`src/rtl/key_conditioner.sv`:
```
// Push-button conditioner: 2-flop sync, per-button debounce, and frame-aligned
// single-cycle move pulses with auto-repeat while a button is held.
module key_conditioner #(
  parameter int DEBOUNCE_CYCLES = 250000,
  parameter int DB_W            = 18,
  parameter int REPEAT_DELAY    = 12,
  parameter int REPEAT_PERIOD   = 4,
  parameter int DOWN_PERIOD     = 2,
  parameter int FR_W            = 6
) (
  input  logic       vclk,
  input  logic       rst,
  input  logic       btn_left,
  input  logic       btn_right,
  input  logic       btn_down,
  input  logic       frame,
  output logic       LEFT,
  output logic       RIGHT,
  output logic       DOWN,
  output logic [2:0] held
);

  typedef enum logic [1:0] {IDLE, ARMED, DELAY, REPEAT} state_t;

  localparam int NB = 3;

  logic [NB-1:0]   raw, sync1, sync2, stable;
  logic [DB_W-1:0] db_cnt [NB];
  logic [FR_W-1:0] fr_cnt [NB];
  state_t          state  [NB];
  logic [NB-1:0]   emit, pulse;

  // Bit order everywhere is {down, right, left}.
  assign raw  = {btn_down, btn_right, btn_left};
  assign held = stable;

  function automatic logic [FR_W-1:0] period_m1(input int unsigned idx);
    return (idx == 2) ? FR_W'(DOWN_PERIOD - 1) : FR_W'(REPEAT_PERIOD - 1);
  endfunction

  always_ff @(posedge vclk or posedge rst) begin
    if (rst) begin
      sync1 <= '0;
      sync2 <= '0;
    end else begin
      sync1 <= raw;
      sync2 <= sync1;
    end
  end

  always_ff @(posedge vclk or posedge rst) begin
    if (rst) begin
      stable <= '0;
      for (int unsigned i = 0; i < NB; i++) db_cnt[i] <= '0;
    end else begin
      for (int unsigned i = 0; i < NB; i++) begin
        if (sync2[i] != stable[i]) begin
          if (db_cnt[i] == DB_W'(DEBOUNCE_CYCLES - 1)) begin
            stable[i] <= sync2[i];
            db_cnt[i] <= '0;
          end else begin
            db_cnt[i] <= db_cnt[i] + 1'b1;
          end
        end else begin
          db_cnt[i] <= '0;
        end
      end
    end
  end

  // Emit decisions for the current frame cycle; a release in ARMED still emits.
  always_comb begin
    emit = '0;
    for (int unsigned i = 0; i < NB; i++) begin
      case (state[i])
        ARMED:   emit[i] = frame;
        DELAY:   emit[i] = frame && stable[i] && (fr_cnt[i] == FR_W'(REPEAT_DELAY - 1));
        REPEAT:  emit[i] = frame && stable[i] && (fr_cnt[i] == period_m1(i));
        default: emit[i] = 1'b0;
      endcase
    end
    pulse = emit;
    if (emit[0] && emit[1]) pulse[1:0] = 2'b00;
  end

  always_ff @(posedge vclk or posedge rst) begin
    if (rst) begin
      for (int unsigned i = 0; i < NB; i++) begin
        state[i]  <= IDLE;
        fr_cnt[i] <= '0;
      end
      LEFT  <= 1'b0;
      RIGHT <= 1'b0;
      DOWN  <= 1'b0;
    end else begin
      for (int unsigned i = 0; i < NB; i++) begin
        case (state[i])
          IDLE: begin
            fr_cnt[i] <= '0;
            if (stable[i]) state[i] <= ARMED;
          end
          ARMED: begin
            if (frame) begin
              fr_cnt[i] <= '0;
              state[i]  <= stable[i] ? DELAY : IDLE;
            end
          end
          DELAY: begin
            if (!stable[i]) begin
              state[i]  <= IDLE;
              fr_cnt[i] <= '0;
            end else if (frame) begin
              if (emit[i]) begin
                fr_cnt[i] <= '0;
                state[i]  <= REPEAT;
              end else begin
                fr_cnt[i] <= fr_cnt[i] + 1'b1;
              end
            end
          end
          REPEAT: begin
            if (!stable[i]) begin
              state[i]  <= IDLE;
              fr_cnt[i] <= '0;
            end else if (frame) begin
              fr_cnt[i] <= emit[i] ? '0 : fr_cnt[i] + 1'b1;
            end
          end
          default: begin
            state[i]  <= IDLE;
            fr_cnt[i] <= '0;
          end
        endcase
      end
      LEFT  <= pulse[0];
      RIGHT <= pulse[1];
      DOWN  <= pulse[2];
    end
  end

endmodule

```
`config.mk`:
```
export PLATFORM = sky130hd
export DESIGN_NAME = key_conditioner
export DESIGN_NICKNAME = d
export VERILOG_FILES = /design/src/rtl/key_conditioner.sv
export SDC_FILE = /design/constraint.sdc
export NUM_CORES = 1
export LEC_CHECK = 0
export BUFFER_PORTS_ARGS = -buffer_cell sky130_fd_sc_hd__buf_2
export CAP_MARGIN = 20
export CORE_MARGIN = 5
export CORE_UTILIZATION = 56
export CTS_CLUSTER_DIAMETER = 200
export DETAILED_ROUTE_END_ITERATION = 8
export HOLD_SLACK_MARGIN = 0.15
export PLACE_DENSITY = 0.79
export RECOVER_POWER = 50
export SLEW_MARGIN = 15
export SYNTH_ARGS = -nofsm -noshare
export SYNTH_HDL_FRONTEND = slang
export SYNTH_SLANG_ARGS = --single-unit
```
`constraint.sdc`:
```
create_clock -name vclk -period 2.55 [get_ports vclk]
set_input_delay 0.3825 -clock vclk [delete_from_list [all_inputs] [get_ports vclk]]
set_output_delay 0.3825 -clock vclk [all_outputs]
set_load 0.02 [all_outputs]
```
==> flow_summary_export.csv <==
group,metric,value,unit
sta,slew_viol_final,91,
power_and_ir_drop,totalPowerFinal,2.513,mW
clock_network,htree_num_levels,3,
sta,final-hold-violation-count,0,
drt,dr_total_vias,3341,
synth,netlist-cell-type-count,52,
critical_path,critical_path_peak_fanout,17,
synth,number_of_nets_produced_by_synthesis,462,
clock_network,postCtsSetupRepairBufs,0,
synth,synth-async-reset-ratio,1.000,
clock_network,clock_insertion_delay_worst_skew,360,ps
critical_path,cp.required,2770,ps
status,status,"finished with violations",
drt,routedWlPerCell,14.07,um
clock_network,clk_root_buffer_cell,"sky130_fd_sc_hd__clkbuf_8",
clock_network,cts_num_sinks,90,
grt,first_global_vias,3200,
grt,grt_antenna_before_repair,0,
final_layout,final_util,0.6258,
drt,drt_pass1_iterations,4,
power_and_ir_drop,power_per_cell_area,517.0,nW/um^2
sta,worst_slew_margin_rel,-0.2824,
sta,setup_total_negative_slack,0,ps
floorplanning,core_area,7767,um^2
synth,synth_cells,450,
synth,synth_enable_flop_cells,0,
power_and_ir_drop,p_seq_frac,0.580,
clock_network,ctsLongestPathBuffers,2,
sta,min_period_over_period,0.8626,
clock_network,tritoncts,"built",
sta,max_slew.worst_pin.slew,1924,ps
final_layout,synthToLayoutAreaGrowth,8.127,%
final_layout,finish.cell_count_without_fillers,574,
final_layout,nFillCells,612,
drt,drtAntennaViolNets,0,
critical_path,critical_path.startpoint_type,"flop",
grt,grt_overflow,0,
floorplanning,chip_width,99.60,um
place,half_perimeter_wire_length_after_placement,5.427,mm
final_layout,final_nets,479,
critical_path,cp_endpoint_kind,"flop",
floorplanning,die-area,9919,um^2
drt,drt-initial-drc-count,172,
power_and_ir_drop,power_frac_clock,0.387,
synth,post_synth.cell_area_avg,9.990,um^2
drt,drt-vias-per-instance,5.821,
power_and_ir_drop,ir_drop,0.0002940,V
power_and_ir_drop,swShare,0.2254,
power_and_ir_drop,static_leak,1.986,nW
floorplanning,die_h,99.60,um
worst_hold_path,hold_path.class,"flop to flop",
grt,grt_max_degree,91,
clock_network,cts_buffers,9,
floorplanning,top_level_ports,12,
synth,yosysWarnings,0,
grt,grt_first_pass_wirelength,14.34,mm
final_layout,share_of_layout_cells_above_drive_strength_1,0.1123,
sta,grt_setup_unrepaired,"no",
flow_run,cap_violations,1,
power_and_ir_drop,cell_internal_pwr,1.946,mW
critical_path,worstPathArrival,2420,ps
clock_network,clkTransAtPathRegs,80,ps
place,gpl.final_weighted_congestion,0.8447,
synth,synth.ff_latch_count,90,
sta,layout_min_cycle_time,2200,ps
status,failing_checks,"max-capacitance violations, max-slew violations",
sta,setup_viol,0,
synth,ys_seq_area_frac,0.5010,
sta,worst_clock_skew,11.62,ps
critical_path,timing_worst_setup_path_type,"flop to flop",
grt,grt_util_all_layers,0.1760,
drt,routed_wirelength,8.078,mm
final_layout,layout_commonest_cell,"sky130_fd_sc_hd__dfrtp_1",
power_and_ir_drop,netSwitchingPower,0.5664,mW
final_layout,antenna-diode-count,0,
floorplanning,placementRows,32,
synth,synth_flop_cell,"sky130_fd_sc_hd__dfrtp_1",
final_layout,most_used_cells_in_the_layout_excluding_fill_and_tap_cells,"sky130_fd_sc_hd__dfrtp_1, sky130_fd_sc_hd__nor2_1, sky130_fd_sc_hd__xnor2_1, sky130_fd_sc_hd__nand3_1, sky130_fd_sc_hd__nand2_1",
drt,number_of_design_rule_violations_left_after_detail_routing,0,
power_and_ir_drop,comb_power_share,0.033,
synth,post_synth_instance_area,4496,um^2
sta,maxClockFrequency,454.6,MHz
place,placed_cells_incl_taps,555,
floorplanning,initial_utilization,0.5788,
place,port_buffers,11,
==> state kept, by name (all words and copies together) (netlist names) <==
| name | flops |
|---|---|
| sync1 | 3 |
| db_cnt | 54 |
| fr_cnt | 18 |
| state | 6 |
| LEFT | 1 |
| held | 3 |
| sync2 | 3 |
| DOWN | 1 |
| RIGHT | 1 |
==> logic make-up after synthesis <==
| group | share of synthesized area |
|---|---|
| compound gates | 0.09603 |
| xor+xnor | 0.1013 |
| fa+ha+maj | 0.01670 |
| buf+inv | 0.03034 |
| flops | 0.5010 |
| mux | 0.01670 |
| simple gates | 0.2380 |
==> critical path: stages, from the launching register on <==
cell and delay, ps:
sky130_fd_sc_hd__dfrtp_1 410, sky130_fd_sc_hd__or4b_1 540, sky130_fd_sc_hd__or4_4 520, sky130_fd_sc_hd__o21ai_4 480
sky130_fd_sc_hd__nor2_1 110
==> what timing repair did <==
item,in CTS,in global routing
hold buffers,3,0
resized for setup,0,0
hold endpoints to repair,3,0
==> Yosys cell counts, types with 2 or more instances <==
cell	number	area share
sky130_fd_sc_hd__nand3_1	26	0.029
sky130_fd_sc_hd__nor4_1	18	0.025
sky130_fd_sc_hd__dfrtp_1	90	0.50
sky130_fd_sc_hd__o21ai_4	2	0.0072
sky130_fd_sc_hd__buf_6	2	0.0050
sky130_fd_sc_hd__nor2_2	10	0.014
sky130_fd_sc_hd__o2111ai_1	2	0.0039
sky130_fd_sc_hd__or3_1	5	0.0070
sky130_fd_sc_hd__o31ai_1	4	0.0067
sky130_fd_sc_hd__nand2b_1	5	0.0070
sky130_fd_sc_hd__or2_2	2	0.0028
sky130_fd_sc_hd__nor4b_1	3	0.0058
sky130_fd_sc_hd__or4_1	5	0.0084
sky130_fd_sc_hd__nor2_1	59	0.049
sky130_fd_sc_hd__and3_1	5	0.0070
sky130_fd_sc_hd__ha_1	6	0.017
sky130_fd_sc_hd__o21ai_0	18	0.020
sky130_fd_sc_hd__mux2_2	4	0.010
sky130_fd_sc_hd__nor3b_1	2	0.0033
sky130_fd_sc_hd__clkbuf_1	7	0.0058
sky130_fd_sc_hd__a21oi_1	14	0.016
sky130_fd_sc_hd__or4b_1	2	0.0045
sky130_fd_sc_hd__and2_1	2	0.0028
sky130_fd_sc_hd__nand4_1	17	0.024
sky130_fd_sc_hd__inv_1	19	0.016
sky130_fd_sc_hd__a22o_1	5	0.0097
sky130_fd_sc_hd__xnor2_1	37	0.072
sky130_fd_sc_hd__nor2b_1	4	0.0056
sky130_fd_sc_hd__a21o_1	2	0.0033
sky130_fd_sc_hd__or4_4	2	0.0050
sky130_fd_sc_hd__xor2_1	15	0.029
sky130_fd_sc_hd__nor3_1	8	0.0089
sky130_fd_sc_hd__a31oi_1	3	0.0042
sky130_fd_sc_hd__mux2i_1	3	0.0067
sky130_fd_sc_hd__nand2_1	25	0.021
==> metrics by stage <==
stage	worst slack, ps	cell area (um^2)	hold WS, ps
after floorplan	567.7	4499	331.2
after global placement	436.2	4652	331.5
after detailed placement	349.9	4652	336.5
after CTS	337.9	4878	164.0
after global routing	190.6	4861	359.4
final	350.5	4861	353.8
==> worst paths after layout <==
kind                       startpoint    endpoint  slack [ps]  cells past startpoint
setup / recovery           db_cnt[49]  db_cnt[39]         350                      4
hold / removal               sync1[0]    sync2[0]         350                      0
setup reg to reg           db_cnt[49]  db_cnt[39]         350                      4
hold reg to reg              sync1[0]    sync2[0]         350                      0
max in group asynchronous         rst   fr_cnt[5]         670                      3
min in group asynchronous         rst    sync2[2]         740                      3
==> power by group through the flow <==
stage | combinational (mW) | sequential [mW] | clock, mW
3_3_place_gp | 0.0847 | 1.48 | 0
4_1_cts | 0.0907 | 1.46 | 0.992
3_5_place_dp | 0.0868 | 1.49 | 0
6_report | 0.0841 | 1.46 | 0.971
5_1_grt | 0.0982 | 1.46 | 1.06
2_1_floorplan | 0.0675 | 1.48 | 0
==> final cells by class <==
type | instances | area [um^2] | area share
flip-flops and latches | 90 | 2252 | 0.4633
multi-input cells | 330 | 2107 | 0.4335
clock buffers | 12 | 145.1 | 0.02986
well taps | 102 | 127.6 | 0.02625
repair buffers | 17 | 105.1 | 0.02162
inverters | 19 | 72.57 | 0.01493
clock inverters | 4 | 51.30 | 0.01055
==> routing by layer <==
metal / track usage / routed length (um) / vias up
li1: - / - / 1631
met1: 0.2362 / 3874 / 1640
met2: 0.2753 / 3800 / 61
met3: 0.03647 / 290 / 9
met4: 0.07983 / 112 / 0
met5: 0 / 0 / -
No activity file was read; power rests on OpenSTA's default activity.
